$ cat src/rtl/kronos_hcu.sv
// Kronos hazard control unit: per-register scoreboard of in-flight writes, drives ID stall.
// Optional WB-cycle operand forwarding is enabled by defining KRONOS_HCU_FWD_EN.
module kronos_hcu #(
   parameter int CW = 2
) (
   input  logic       clk_i,
   input  logic       rst_n_i,
   input  logic       id_vld_i,
   input  logic [4:0] id_rs1_i,
   input  logic [4:0] id_rs2_i,
   input  logic       id_rs1_rd_i,
   input  logic       id_rs2_rd_i,
   input  logic [4:0] id_rd_i,
   input  logic       id_rd_write_i,
   input  logic       ex_rdy_i,
   input  logic       regwr_en_i,
   input  logic [4:0] regwr_sel_i,
   output logic       stall_o,
   output logic       fwd_rs1_o,
   output logic       fwd_rs2_o,
   output logic       busy_o,
   output logic       err_o
);

   localparam logic [CW-1:0] CNT_MAX = '1;
   localparam logic [CW-1:0] CNT_ONE = CW'(1);

   logic [CW-1:0] cnt_q [32];
   logic [CW-1:0] cnt_d [32];
   logic          err_q, err_d;

   logic [CW-1:0] cnt_rs1, cnt_rs2, cnt_rd, cnt_wb;
   logic          hz_rs1, hz_rs2, hz_full;
   logic          issue, inc, dec;
   logic          busy_any;

   assign cnt_rs1 = cnt_q[id_rs1_i];
   assign cnt_rs2 = cnt_q[id_rs2_i];
   assign cnt_rd  = cnt_q[id_rd_i];
   assign cnt_wb  = cnt_q[regwr_sel_i];

`ifdef KRONOS_HCU_FWD_EN
   // The "pending inc" term uses the raw ID request rather than the issue event,
   // otherwise forwarding would feed back through stall.
   logic wb_hit_rs1, wb_hit_rs2, rd_pend_rs1, rd_pend_rs2;
   assign wb_hit_rs1  = regwr_en_i & (regwr_sel_i == id_rs1_i);
   assign wb_hit_rs2  = regwr_en_i & (regwr_sel_i == id_rs2_i);
   assign rd_pend_rs1 = id_vld_i & id_rd_write_i & (id_rd_i == id_rs1_i);
   assign rd_pend_rs2 = id_vld_i & id_rd_write_i & (id_rd_i == id_rs2_i);
   assign fwd_rs1_o   = id_rs1_rd_i & (id_rs1_i != 5'd0) & wb_hit_rs1
                        & (cnt_rs1 == CNT_ONE) & ~rd_pend_rs1;
   assign fwd_rs2_o   = id_rs2_rd_i & (id_rs2_i != 5'd0) & wb_hit_rs2
                        & (cnt_rs2 == CNT_ONE) & ~rd_pend_rs2;
`else
   assign fwd_rs1_o = 1'b0;
   assign fwd_rs2_o = 1'b0;
`endif

   assign hz_rs1  = id_rs1_rd_i & (id_rs1_i != 5'd0) & (cnt_rs1 != '0) & ~fwd_rs1_o;
   assign hz_rs2  = id_rs2_rd_i & (id_rs2_i != 5'd0) & (cnt_rs2 != '0) & ~fwd_rs2_o;
   assign hz_full = id_rd_write_i & (id_rd_i != 5'd0) & (cnt_rd == CNT_MAX);

   // Independent of ex_rdy_i so EX handshake logic cannot form a loop through us.
   assign stall_o = id_vld_i & (hz_rs1 | hz_rs2 | hz_full);

   assign issue = id_vld_i & ~stall_o & ex_rdy_i;
   assign inc   = issue & id_rd_write_i & (id_rd_i != 5'd0);
   assign dec   = regwr_en_i & (regwr_sel_i != 5'd0) & (cnt_wb != '0);

   always_comb begin
      for (int r = 0; r < 32; r++) begin
         cnt_d[r] = cnt_q[r];
         if (inc && (id_rd_i == 5'(r)) && !(dec && (regwr_sel_i == 5'(r))))
            cnt_d[r] = cnt_q[r] + CNT_ONE;
         else if (dec && (regwr_sel_i == 5'(r)) && !(inc && (id_rd_i == 5'(r))))
            cnt_d[r] = cnt_q[r] - CNT_ONE;
      end
      cnt_d[0] = '0;
   end

   assign err_d = err_q | (regwr_en_i & (regwr_sel_i != 5'd0) & (cnt_wb == '0));

   always_ff @(posedge clk_i or negedge rst_n_i) begin
      if (!rst_n_i) begin
         for (int r = 0; r < 32; r++) cnt_q[r] <= '0;
         err_q <= 1'b0;
      end else begin
         for (int r = 0; r < 32; r++) cnt_q[r] <= cnt_d[r];
         err_q <= err_d;
      end
   end

   always_comb begin
      busy_any = 1'b0;
      for (int r = 1; r < 32; r++) busy_any = busy_any | (|cnt_q[r]);
   end

   assign busy_o = busy_any;
   assign err_o  = err_q;

endmodule

$ cat config.mk
export PLATFORM = sky130hd
export DESIGN_NAME = kronos_hcu
export DESIGN_NICKNAME = d
export VERILOG_FILES = /design/src/rtl/kronos_hcu.sv
export SDC_FILE = /design/constraint.sdc
export NUM_CORES = 1
export LEC_CHECK = 0
export CAP_MARGIN = 5
export CELL_PAD_IN_SITES_DETAIL_PLACEMENT = 1
export CELL_PAD_IN_SITES_GLOBAL_PLACEMENT = 1
export CORE_UTILIZATION = 47
export DETAILED_ROUTE_END_ITERATION = 8
export HOLD_SLACK_MARGIN = 0.02
export PLACE_DENSITY = 0.81
export SYNTH_ARGS = -nofsm -noshare
export SYNTH_HDL_FRONTEND = slang
export SYNTH_SLANG_ARGS = --single-unit
$ cat constraint.sdc
create_clock -name clk_i -period 4 [get_ports clk_i]
set_input_delay 0.8 -clock clk_i [delete_from_list [all_inputs] [get_ports clk_i]]
set_output_delay 0.8 -clock clk_i [all_outputs]
set_load 0.01 [all_outputs]
==> results of run 1 <==
sequential cells by signal, summed over array words and instances, names as in the netlist:
signal / flops
err_o: 1
cnt_q: 62
worst paths after layout:
check | start | endpoint | slack, ps | depth (start not counted)
min reg2reg | cnt_q[49]$_DFFE_PN0P_ | cnt_q[49]$_DFFE_PN0P_ | 500 | 1
max | id_rd_i[1] | stall_o | 70 | 9
max in group asynchronous | rst_n_i | cnt_q[42]$_DFFE_PN0P_ | 2450 | 2
max reg2reg | cnt_q[20]$_DFFE_PN0P_ | cnt_q[53]$_DFFE_PN0P_ | 480 | 11
min | cnt_q[49]$_DFFE_PN0P_ | cnt_q[49]$_DFFE_PN0P_ | 500 | 1
min in group asynchronous | rst_n_i | cnt_q[7]$_DFFE_PN0P_ | 650 | 1
critical path, cell delays in order:
cell	delay, ps
sky130_fd_sc_hd__clkdlybuf4s50_1	460
sky130_fd_sc_hd__buf_4	180
sky130_fd_sc_hd__mux4_2	530
sky130_fd_sc_hd__mux2i_2	210
sky130_fd_sc_hd__o21ai_0	130
sky130_fd_sc_hd__o2bb2ai_1	140
sky130_fd_sc_hd__nand4b_4	200
sky130_fd_sc_hd__and2_1	190
sky130_fd_sc_hd__dlygate4sd2_1	280
placed cells by master, fill, tap and decap left out, types with 9 or more instances in the layout:
cell                              count
sky130_fd_sc_hd__xor2_1              62
sky130_fd_sc_hd__nand4_1             11
sky130_fd_sc_hd__buf_4               50
sky130_fd_sc_hd__dfrtp_1             63
sky130_fd_sc_hd__nor2_1              72
sky130_fd_sc_hd__nor4_1              22
sky130_fd_sc_hd__xnor2_1             31
sky130_fd_sc_hd__clkbuf_8             9
sky130_fd_sc_hd__nor3_1              24
sky130_fd_sc_hd__mux4_2              20
sky130_fd_sc_hd__nand2_1             35
sky130_fd_sc_hd__o21ai_0             10
sky130_fd_sc_hd__ha_1                31
sky130_fd_sc_hd__clkdlybuf4s50_1     26
sky130_fd_sc_hd__nand3_1             28
stage by stage:
step / TNS (ps) / power (mW) / hold slack, ps / setup slack [ps]
final: 0 / 3.40 / 499 / 70.2
after global routing: 0 / 3.56 / 523 / 17.5
after CTS: 0 / 3.36 / 499 / 76.1
after detailed placement: -2350 / 2.83 / 485 / -249
after global placement: -1040 / 2.73 / 477 / -220
after floorplan: 0 / 2.26 / 459 / 604
Yosys cell counts (4+ instances only):
library cell	count	area, um2
sky130_fd_sc_hd__nor2_1	72	270
sky130_fd_sc_hd__dfrtp_1	63	1580
sky130_fd_sc_hd__xor2_1	62	543
sky130_fd_sc_hd__nand2_1	35	131
sky130_fd_sc_hd__ha_1	31	388
sky130_fd_sc_hd__xnor2_1	31	272
sky130_fd_sc_hd__nand3_1	28	140
sky130_fd_sc_hd__nor3_1	24	120
sky130_fd_sc_hd__nor4_1	22	138
sky130_fd_sc_hd__mux4_2	20	450
sky130_fd_sc_hd__clkbuf_1	16	60.1
sky130_fd_sc_hd__nand4_1	11	68.8
sky130_fd_sc_hd__o21ai_0	10	50.1
sky130_fd_sc_hd__buf_2	9	45.0
sky130_fd_sc_hd__a211oi_1	8	60.1
sky130_fd_sc_hd__a21oi_1	8	40.0
sky130_fd_sc_hd__nand2b_1	8	50.1
sky130_fd_sc_hd__o211ai_1	7	52.6
sky130_fd_sc_hd__nor2b_1	6	37.5
sky130_fd_sc_hd__mux2i_1	5	50.1
sky130_fd_sc_hd__buf_6	4	45.0
metal layers:
metal / track usage / up-vias
met4: 0.154 / 0
met5: 0 / -
met1: 0.435 / 2426
li1: - / 2097
met3: 0.0803 / 64
met2: 0.530 / 266
cell families after synthesis:
| logic type | Yosys count | share of synthesized area |
|---|---|---|
| XOR/XNOR | 93 | 0.159 |
| AO/OA/AOI/OAI | 61 | 0.0890 |
| buffers and inverters | 39 | 0.0389 |
| AND/OR/NAND/NOR | 228 | 0.221 |
| other | 1 | 0.000733 |
| adder cells (fa/ha/maj) | 31 | 0.0758 |
| flip-flops | 63 | 0.308 |
| multiplexers | 29 | 0.107 |
where the power goes:
| group | internal [mW] | total (mW) | switching, mW | leakage [nW] |
|---|---|---|---|---|
| Combinational | 0.682 | 1.49 | 0.804 | 1.68 |
| Sequential | 0.938 | 1.41 | 0.473 | 0.780 |
| Clock | 0.219 | 0.501 | 0.283 | 0.0846 |
| Total | 1.84 | 3.40 | 1.56 | 2.54 |
cell type report:
type | instances | area, um2 | share of cell area
multi-input combinational | 444 | 3360 | 0.561
tap | 136 | 170 | 0.0284
inverter | 4 | 15.0 | 0.00250
clock inverter | 7 | 40.0 | 0.00668
sequential | 63 | 1580 | 0.263
timing repair buffer | 82 | 707 | 0.118
clock buffer | 9 | 124 | 0.0207
==> results, run 1 <==
- The run finished with clean final reports.
- The first global-routing pass estimated 28400 um of wire.
- The number of hold-repair buffers added at the cts stage is 0.
- The number of unique standard cell types used by synthesis is 57.
- The max capacitance violation total is 0.
- Detailed routing placed a total of between 8000 and 9000 um of wire on met2.
- The first TritonRoute pass finished after 5 iterations.
- The worst min-delay path class is register to register.
- The max-slew headroom at the worst pin is 0.232.
- The number of DRC violations after detailed routing is 0.
- Dividing the detail-routed via count by the number of cells gives 6.51.
- The final layout contains routed wiring with a total length of 17900 um.
- The post-synthesis async set-or-reset flop share is 1.00.
- The part of the cycle the worst path needs is 0.982.
- Based on the critical path, the design can be clocked at up to 0.254 GHz.
- In this run the post-CTS setup repair buffer count came out at 0.
- The net count of the finished layout is 663.
- Dividing the detail-routed wire length by the instance count gives 24.0 um.
- The die boundary height is approximately 110 um.
- The setup skew after layout is 14.9 ps.
- The master cell of the clock root buffer is sky130_fd_sc_hd__clkbuf_8.
- The floorplan step defined a core boundary enclosing 0.0104 mm2.
- For this run the aggregate overflow at the end of global routing stands at 0.
- In this run, the number of DRC markers left after iteration 0 of detailed routing was 417.
- The transition time of the tightest slew-check pin is 1150 ps.
- The clock tree from TritonCTS is yes.
- The CTS buffer count is 9.
- The final number of setup-violating endpoints is 0.
- Of all nets on the critical path, the largest fanout is 6.
- For the worst setup path, the data arrival time is 3130 ps.
- After clock tree synthesis, the clock-pin slew on the worst setup and hold paths is 70 ps.
- The number of synthesized flops with an enable pin is 0.
- Of the cells placed in the final design, the portion with a size suffix greater than 1 is 0.171.
- The clock net in this run drives a total of 63 sinks.
- The number of input and output port buffers inserted is 30.
- The classification of the worst setup path is input port to primary output.
- The area overhead of the layout relative to synthesis is 17.2%.
- Yosys printed 0 warnings.
- The shortest period the worst path allows is ~4000 ps.
- The share of the core filled with cells is 0.575.
- The clock passes through at most 2 buffers.
- The post-layout instance count excluding filler cells is 745.
- The placed standard-cell area is 0.00582 mm2.
- STA classifies the critical path endpoint as a primary output.
- In the synthesized netlist, the number of instances is around 550.
- The post-synthesis cell area is approximately 0.0051 mm2.
- The H-tree level count is 3.
- The mean area per synthesized cell is 9.39 um2.
- The floorplan step defined a die boundary enclosing ~0.011 mm2.
- The clock reaches the later pin of the worst-skew pair after 370 ps.
- For this design the static power due to leakage is about 2.5 nW.
- Entering global routing, the biggest net connects 47 pins.
- The die width is between 100 and 150 um.
- The required time reported for the critical path endpoint is 3200 ps.
- The number of nets with antenna violations after detailed routing is 0.
- For this block, the via count after detailed routing is 4853.
- Setup repair after global routing left no endpoint under its margin.
- 0 antenna diodes ended up in the layout.
- The initial antenna violation count is 0.
- The count of pins on the block boundary is 33.
- In this run, synthesis produced a sequential element count of 63.
- The starting density of the core is 0.491.
- The total count of hold-check failures in the final report is 0.
- The half-perimeter wire length after detailed placement is between 10000 and 15000 um.
- Post-CTS repair changed the size of 6 cells.
- The overall fraction of global-route tracks in use is 0.336.
- Routability-driven placement finished with a final weighted congestion of ~0.94.
- STA classifies the critical path startpoint as an input port.
- The number of global-route vias before repair is 5116.
- The maximum ir drop on the vdd rail is between 200 and 300 uV.
- In this run the power density over the cells is roughly 570 mW/mm2.
- The detailed router put a total of ~7300 um of wire on met1.
- The most used flip-flop cell after synthesis is sky130_fd_sc_hd__dfrtp_1.
- After floorplanning, the core was divided into 37 placement rows.
- The filler cells instantiated in the layout total between 1k and 1.5k.
- After detailed routing, the met3 layer carries about 1600 um of wire.
- The highest layer used for signal routing is met4.
- Once placement completed, the tool counted placed cells totaling 729.
- The max-slew violation count came to 0.
- The final standard cell area without fillers is around 0.006 mm2.
- The share of synthesized area occupied by flip-flops and latches is 0.308.
Note: power is estimated with default switching activity, not from simulation.
==> run 2: changes to the inputs <==
--- a/config.mk
+++ b/config.mk
@@ -8,10 +8,12 @@
 export CAP_MARGIN = 5
 export CELL_PAD_IN_SITES_DETAIL_PLACEMENT = 1
 export CELL_PAD_IN_SITES_GLOBAL_PLACEMENT = 1
-export CORE_UTILIZATION = 47
+export CORE_UTILIZATION = 48
+export CTS_BUF_LIST = sky130_fd_sc_hd__clkbuf_8
+export CTS_CLUSTER_DIAMETER = 200
 export DETAILED_ROUTE_END_ITERATION = 8
 export HOLD_SLACK_MARGIN = 0.02
-export PLACE_DENSITY = 0.81
+export PLACE_DENSITY = 0.82
 export SYNTH_ARGS = -nofsm -noshare
 export SYNTH_HDL_FRONTEND = slang
 export SYNTH_SLANG_ARGS = --single-unit
==> results, run 2 (synthesis gave the netlist of run 1 again) <==
- Setup violations remaining at the end of the flow were counted as 0.
- The antenna cell count is 0.
- The library cells used most frequently in the layout, excluding fill and tap cells, are sky130_fd_sc_hd__nor2_1, sky130_fd_sc_hd__dfrtp_1, sky130_fd_sc_hd__xor2_1.
- In this run the power spent charging and discharging nets is 1.52 mW.
- For this configuration, the core starts out at a cell density of 0.495.
- Before antenna repair, the detailed router went through 5 iterations.
- The maximum ir drop on the vdd rail is 259 uV.
- The sum of routed wire length over all layers is 17400 um.
- The placed standard-cell area is 0.00581 mm2.
- The share of total power dissipated in sequential elements is 0.398.
- Dividing total power by cell area gives a power density of roughly 580 mW/mm2.
- Setup total negative slack on the finished layout was measured at 0 ps.
- Buffers inserted during clock tree synthesis total 9.
- Across all register-to-register paths, the minimum setup slack is 570 ps.
- Data on the critical path is required at its endpoint by 3200 ps.
- Headroom to the max-slew limit came out at 0.385.
- Dividing the detail-routed wire length by the instance count gives 23.3 um.
- Traced cell by cell, the critical path runs through clkdlybuf4s50_1, buf_4, mux4_2, mux2i_1, o21ai_1, o2bb2ai_1, nand4b_4, and2_1, dlygate4sd2_1.
- In this run, the number of DRC markers left after iteration 0 of detailed routing was 433.
- Across all hold checks on the routed design, the worst slack comes to a little under 500 ps.
- The overall fraction of global-route tracks in use is 0.336.
- The analysis attributes to cell leakage a power of between 2 and 3 nW.
- The number of hold-repair buffers added at the cts stage is 0.
- The commonest non-fill, non-tap cell in the layout is sky130_fd_sc_hd__nor2_1.
- The register with the most flip-flops in the final layout is cnt_q.
- The cell depth of the worst hold path is 1.
- The global-route wire length before repair is 28000 um.
- The clock tree buffer depth is 2.
- In this run the worst hold path is classified as register to register.
- In the routed design, unresolved DRC markers number 0.
- Of the total power, combinational logic draws 0.417.
- For hold timing, the worst endpoint is cnt_q[53]$_DFFE_PN0P_.
- The worst setup slack after placement is -438 ps.
- The number of vias after detailed routing is roughly 4.7k.
- The part of the cycle the worst path needs is 0.976.
- The H-tree generated during clock tree synthesis spans 3 levels.
- The wire-length estimate of the detail-placed layout is 12900 um.
- The number of global-route vias before repair is 5007.
- The net count of the finished layout is 663.
- The die is 105 um tall.
- The slack of the critical path is 96.6 ps.
- The area growth from synthesis to layout is 18.8%.
- The total count of hold-check failures in the final report is 0.
- The number of input and output port buffers inserted is 30.
- The post-layout instance count excluding filler cells is 745.
- The core region is 0.0103 mm2.
- On the worst path, the slowest cell contributes a delay of 510 ps.
- The number of nets with antenna violations after detailed routing is 0.
- From left edge to right edge, the die measures between 100 and 150 um.
- For this run, the top clock speed supported by timing is between 0.2 and 0.3 GHz.
- The critical path launch point type is an input port.
- The final standard cell area without fillers is 0.00607 mm2.
- For the pin with the worst max-slew slack, the measured transition is 922 ps.
- The die covers about 0.011 mm2.
- The initial antenna violation count is 0.
- The cell-internal power is 1.99 mW.
- Counting cells, the worst reg-to-reg path comes to 13.
- The number of cell rows is 37.
- Clock latency on the worst-skew pair, taken at its later pin, is 360 ps.
- STA classifies the critical path endpoint as a primary output.
- The number of clock sinks is 63.
- Dividing the detail-routed via count by the number of cells gives 6.35.
- The max capacitance violation total is 0.
- The worst reg2reg path startpoint is cnt_q[44]$_DFFE_PN0P_.
- The overflow left after global routing is 0.
- The top fanout value on the critical path is 8.
- The startpoint identified for the worst hold timing path is cnt_q[53]$_DFFE_PN0P_.
- On the critical path, the stage with the largest delay is an instance of sky130_fd_sc_hd__mux4_2.
- The share of the core filled with cells is 0.588.
- Entering global routing, the biggest net connects 36 pins.
- The shortest period the worst path allows is about 3900 ps.
- The clock tree from TritonCTS is yes.
- The run finished with clean final reports.
- After detailed placement, the design holds a cell count of 726.
- The register with the most flip-flops in the layout has 62 of them.
- In this run the critical register-to-register path is captured at cnt_q[23]$_DFFE_PN0P_.
- The classification of the worst setup path is input port to primary output.
- The clock slew at the register clock pins of the worst setup and hold paths is 70 ps.
- In this run the count of I/O pins placed on the die edge is 33.
- Of the total power, the share spent switching nets is 0.432.
- The setup skew after layout is 10.5 ps.
- At the end of routability-driven placement, the weighted congestion stood at 0.951.
- The clock network power share is 0.185.
- At the worst endpoint, the arrival time is 3100 ps.
- The max-slew violation count came to 0.
- The tree is rooted in a sky130_fd_sc_hd__clkbuf_8.
- The total design power is 3.51 mW.
- The fraction of final layout cells sized beyond drive strength 1 is 0.167.
## run 2: cell types whose count changed in the layout (fill, tap and decap cells not counted), sizes merged
cell / previous run / this run
inv: 4 / 6
bufinv: 0 / 2
clkinvlp: 2 / 0
clkinv: 5 / 1
clkbuf: 9 / 11
dlymetal6s2s: 0 / 1
clkdlybuf4s50: 26 / 25
## run 2: repair_timing
item	in CTS	in global routing
setup buffers	0	3
cloned	0	0
endpoints found under the setup margin	2	2
pin swaps	1	1
gates resized for setup	6	3
hold endpoints to repair	0	0
## run 2: how the worst max path moves through the flow
stage	from	depth (start not counted)	endpoint	slack [ps]
2_1_floorplan	id_rs1_i[1]	8	stall_o	600
3_3_place_gp	id_rd_i[0]	14	cnt_q[23]$_DFFE_PN0P_	-410
3_5_place_dp	id_rd_i[0]	13	cnt_q[23]$_DFFE_PN0P_	-440
4_1_cts	id_rd_i[0]	13	cnt_q[23]$_DFFE_PN0P_	20
5_1_grt	id_rd_i[1]	9	stall_o	-0.4
6_report	id_rd_i[1]	9	stall_o	100
## run 2: final cells by class
type / count / area (um2)
fill: 1177 / 4250
multi-input combinational: 444 / 3360
sequential: 63 / 1580
timing repair buffer: 82 / 726
tap: 136 / 170
clock buffer: 11 / 151
clock inverter: 5 / 72.6
inverter: 4 / 15.0
## run 2: layer usage
metal  up-vias  track usage  share of wire
met2       227        0.530           0.47
met3        64       0.0662          0.073
li1       2087            -              -
met4         0        0.156          0.040
met1      2353        0.444           0.42
met5         -            0              0
## run 2: worst max-delay path, delay by kind of cell
family	cells	cell delay, ps
buf+inv	3	930
mux	2	720
simple gates	2	390
compound gates	2	250
## run 2: power groups by stage
| stage | clock, mW | combinational [mW] | sequential (mW) |
|---|---|---|---|
| detailed placement | 0 | 1.40 | 1.39 |
| global route | 0.680 | 1.57 | 1.45 |
| global placement | 0 | 1.36 | 1.36 |
| CTS | 0.656 | 1.43 | 1.39 |
| finish | 0.649 | 1.46 | 1.40 |
| floorplan | 0 | 1.02 | 1.24 |
==> run 3: changes to the inputs <==
--- a/config.mk
+++ b/config.mk
@@ -13,7 +13,7 @@
 export CTS_CLUSTER_DIAMETER = 200
 export DETAILED_ROUTE_END_ITERATION = 8
 export HOLD_SLACK_MARGIN = 0.02
-export PLACE_DENSITY = 0.82
+export PLACE_DENSITY = 0.83
 export SYNTH_ARGS = -nofsm -noshare
 export SYNTH_HDL_FRONTEND = slang
 export SYNTH_SLANG_ARGS = --single-unit
==> results, run 3 (synthesis gave the netlist of run 1 again) <==
- The shortest period the worst path allows is roughly 3800 ps.
- The critical path in this run is classified as input port to register.
- The detailed-route wire length per cell is 24.8 um.
- For this design the total switching power over the nets is 1.58 mW.
- The setup skew after layout is 8.59 ps.
- The top fanout value on the critical path is 14.
- The maximum ir drop on the vdd rail is 268 uV.
- 0 antenna diodes ended up in the layout.
- The final weighted congestion of routability-driven global placement is 0.938.
- The part of the cycle the worst path needs is 0.958.
- Leaving out fill and tap cells, the most frequent cells in the layout are sky130_fd_sc_hd__nor2_1, sky130_fd_sc_hd__dfrtp_1, sky130_fd_sc_hd__xor2_1.
- For this run, the top clock speed supported by timing is 0.261 GHz.
- After floorplanning, the core was sized to cover 0.0103 mm2.
- The H-tree level count is 3.
- Setup repair after global routing left no endpoint under its margin.
- The internal portion of the total power is 1.91 mW.
- The sum of negative setup slack is 0 ps.
- The number of global-route vias before repair came to 5186.
- After routing the design area is 0.00604 mm2.
- The sum of routed wire length over all layers is 18400 um.
- The number of placed cells counting well taps is around 730.
- The detailed router finished its first iteration with 438 violations.
- The first global-routing pass estimated 28600 um of wire.
- The switching part of the total is 0.453.
- The HPWL after detailed placement is 13500 um.
- The number of cell rows is 37.
- The number of filler instances in the final layout is 1187.
- The worst min-delay path class is register to register.
- The master cell of the clock root buffer is sky130_fd_sc_hd__clkbuf_8.
- For this run, design rule violations remaining after detail routing come to 0.
- In this run the count of I/O pins placed on the die edge is 33.
- The worst setup slack after placement is -386 ps.
- The flow ran to the end, and the final reports show no timing, DRC or antenna violations.
- For this design, the sink count on the clock tree is 63.
- The endpoint kind of the worst setup timing path is a register.
- The die boundary height is 105 um.
- Across the run, the number of max-cap violations was 0.
- The CTS buffer count is 9.
- The clock tree buffer depth is 2.
- Buffers placed on the I/O ports in this run total 30.
- The initial utilization of the core area, before any placement, comes to 0.495.
- The number of vias after detailed routing is 4925.
- The share of total power dissipated in the clock network is 0.166.
- The clock tree from TritonCTS is yes.
- STA puts the critical path data arrival time at 4110 ps.
- Of the total power, combinational logic draws 0.431.
- The number of nets with antenna violations after detailed routing is 0.
- The required time reported for the critical path endpoint is 4280 ps.
- The sequential cell fraction of total power is 0.402.
- Relative to the synthesized area, the layout overhead comes to 18.1%.
- Once routing completed, OpenROAD measured the worst setup slack at about 170 ps.
- Counting flops per register, the top entry is cnt_q.
- Clock-pin slew was measured on the worst setup and hold paths at 70 ps.
- The placed standard-cell area is 0.00579 mm2.
- The max-slew violation count is 0.
- In this run the tightest slew margin relative to its limit is 0.289.
- Measured along the x axis, the die boundary spans 105 um.
- The net count of the finished layout is 660.
- The overflow left after global routing is 0.
- The fraction of final layout cells sized beyond drive strength 1 is 0.172.
- The power per cell area is 579 mW/mm2.
- The share of the core filled with cells is 0.585.
- Entering global routing, the biggest net connects 45 pins.
- The total design power is 3.50 mW.
- On the final layout, the worst hold slack is slightly below 500 ps.
- Setup violations remaining at the end of the flow were counted as 0.
- Before antenna repair, the detailed router went through 5 iterations.
- The ratio of routed vias to standard cells is 6.64.
- The initial antenna violation count came to 0.
- The total count of hold-check failures in the final report is 0.
- The worst-skew pair later-pin latency is 370 ps.
- At the pin with the least slew margin, the transition time is 1070 ps.
- For this design the static power due to leakage is 2.55 nW.
- The die area is 0.0111 mm2.
- The count of cells in the finished layout, fillers not included, comes to 742.
- The overall fraction of global-route tracks in use is 0.342.
- The register with the most flip-flops in the layout has 62 of them.
- The commonest non-fill, non-tap cell in the layout is sky130_fd_sc_hd__nor2_1.
- STA classifies the critical path startpoint as an input port.
[run 3: worst max-delay path, cell delays in order]
cell	delay [ps]
sky130_fd_sc_hd__clkdlybuf4s50_1	780
sky130_fd_sc_hd__buf_4	350
sky130_fd_sc_hd__a211oi_1	230
sky130_fd_sc_hd__a211oi_1	90
sky130_fd_sc_hd__a311oi_1	340
sky130_fd_sc_hd__o211ai_1	250
sky130_fd_sc_hd__nor3_1	320
sky130_fd_sc_hd__buf_4	200
sky130_fd_sc_hd__nand2_1	60
sky130_fd_sc_hd__ha_1	190
sky130_fd_sc_hd__xor2_1	150
sky130_fd_sc_hd__nor2_1	160
sky130_fd_sc_hd__xor2_1	180
[run 3: area by class of cell]
cell class | instances | area [um2] | area share
Sequential cell | 63 | 1580 | 0.261
Clock buffer | 10 | 138 | 0.0228
Timing Repair Buffer | 79 | 688 | 0.114
Multi-Input combinational cell | 444 | 3390 | 0.561
Inverter | 4 | 15.0 | 0.00249
Tap cell | 136 | 170 | 0.0282
Clock inverter | 6 | 61.3 | 0.0102
[run 3: worst paths after layout]
path | slack [ps] | cells after the start | to | from
max in group asynchronous | 2480 | 2 | cnt_q[42]$_DFFE_PN0P_ | rst_n_i
min reg2reg | 490 | 1 | cnt_q[41]$_DFFE_PN0P_ | cnt_q[41]$_DFFE_PN0P_
min | 490 | 1 | cnt_q[41]$_DFFE_PN0P_ | cnt_q[41]$_DFFE_PN0P_
min in group asynchronous | 620 | 1 | cnt_q[17]$_DFFE_PN0P_ | rst_n_i
max reg2reg | 470 | 14 | cnt_q[23]$_DFFE_PN0P_ | cnt_q[44]$_DFFE_PN0P_
max | 170 | 13 | cnt_q[15]$_DFFE_PN0P_ | regwr_sel_i[3]
[run 3: repair_timing]
item | in CTS | in global routing
hold buffers | 0 | 0
setup buffers | 0 | 0
gates resized for setup | 7 | 8
pin swaps | 1 | 0
setup endpoints to repair | 2 | 4
[run 3: power groups by stage]
| stage | sequential (mW) | clock [mW] | combinational [mW] |
|---|---|---|---|
| floorplan | 1.24 | 0 | 1.02 |
| global placement | 1.36 | 0 | 1.34 |
| CTS | 1.39 | 0.594 | 1.43 |
| detailed placement | 1.40 | 0 | 1.41 |
| global route | 1.44 | 0.621 | 1.59 |
| finish | 1.41 | 0.582 | 1.51 |
[run 3: per-layer routing]
metal | wire (um) | up-vias | track usage
met1 | 7360 | 2427 | 0.435
met2 | 8350 | 307 | 0.524
met3 | 1530 | 103 | 0.0816
met4 | 1140 | 0 | 0.211
met5 | 0 | - | 0
li1 | - | 2088 | -
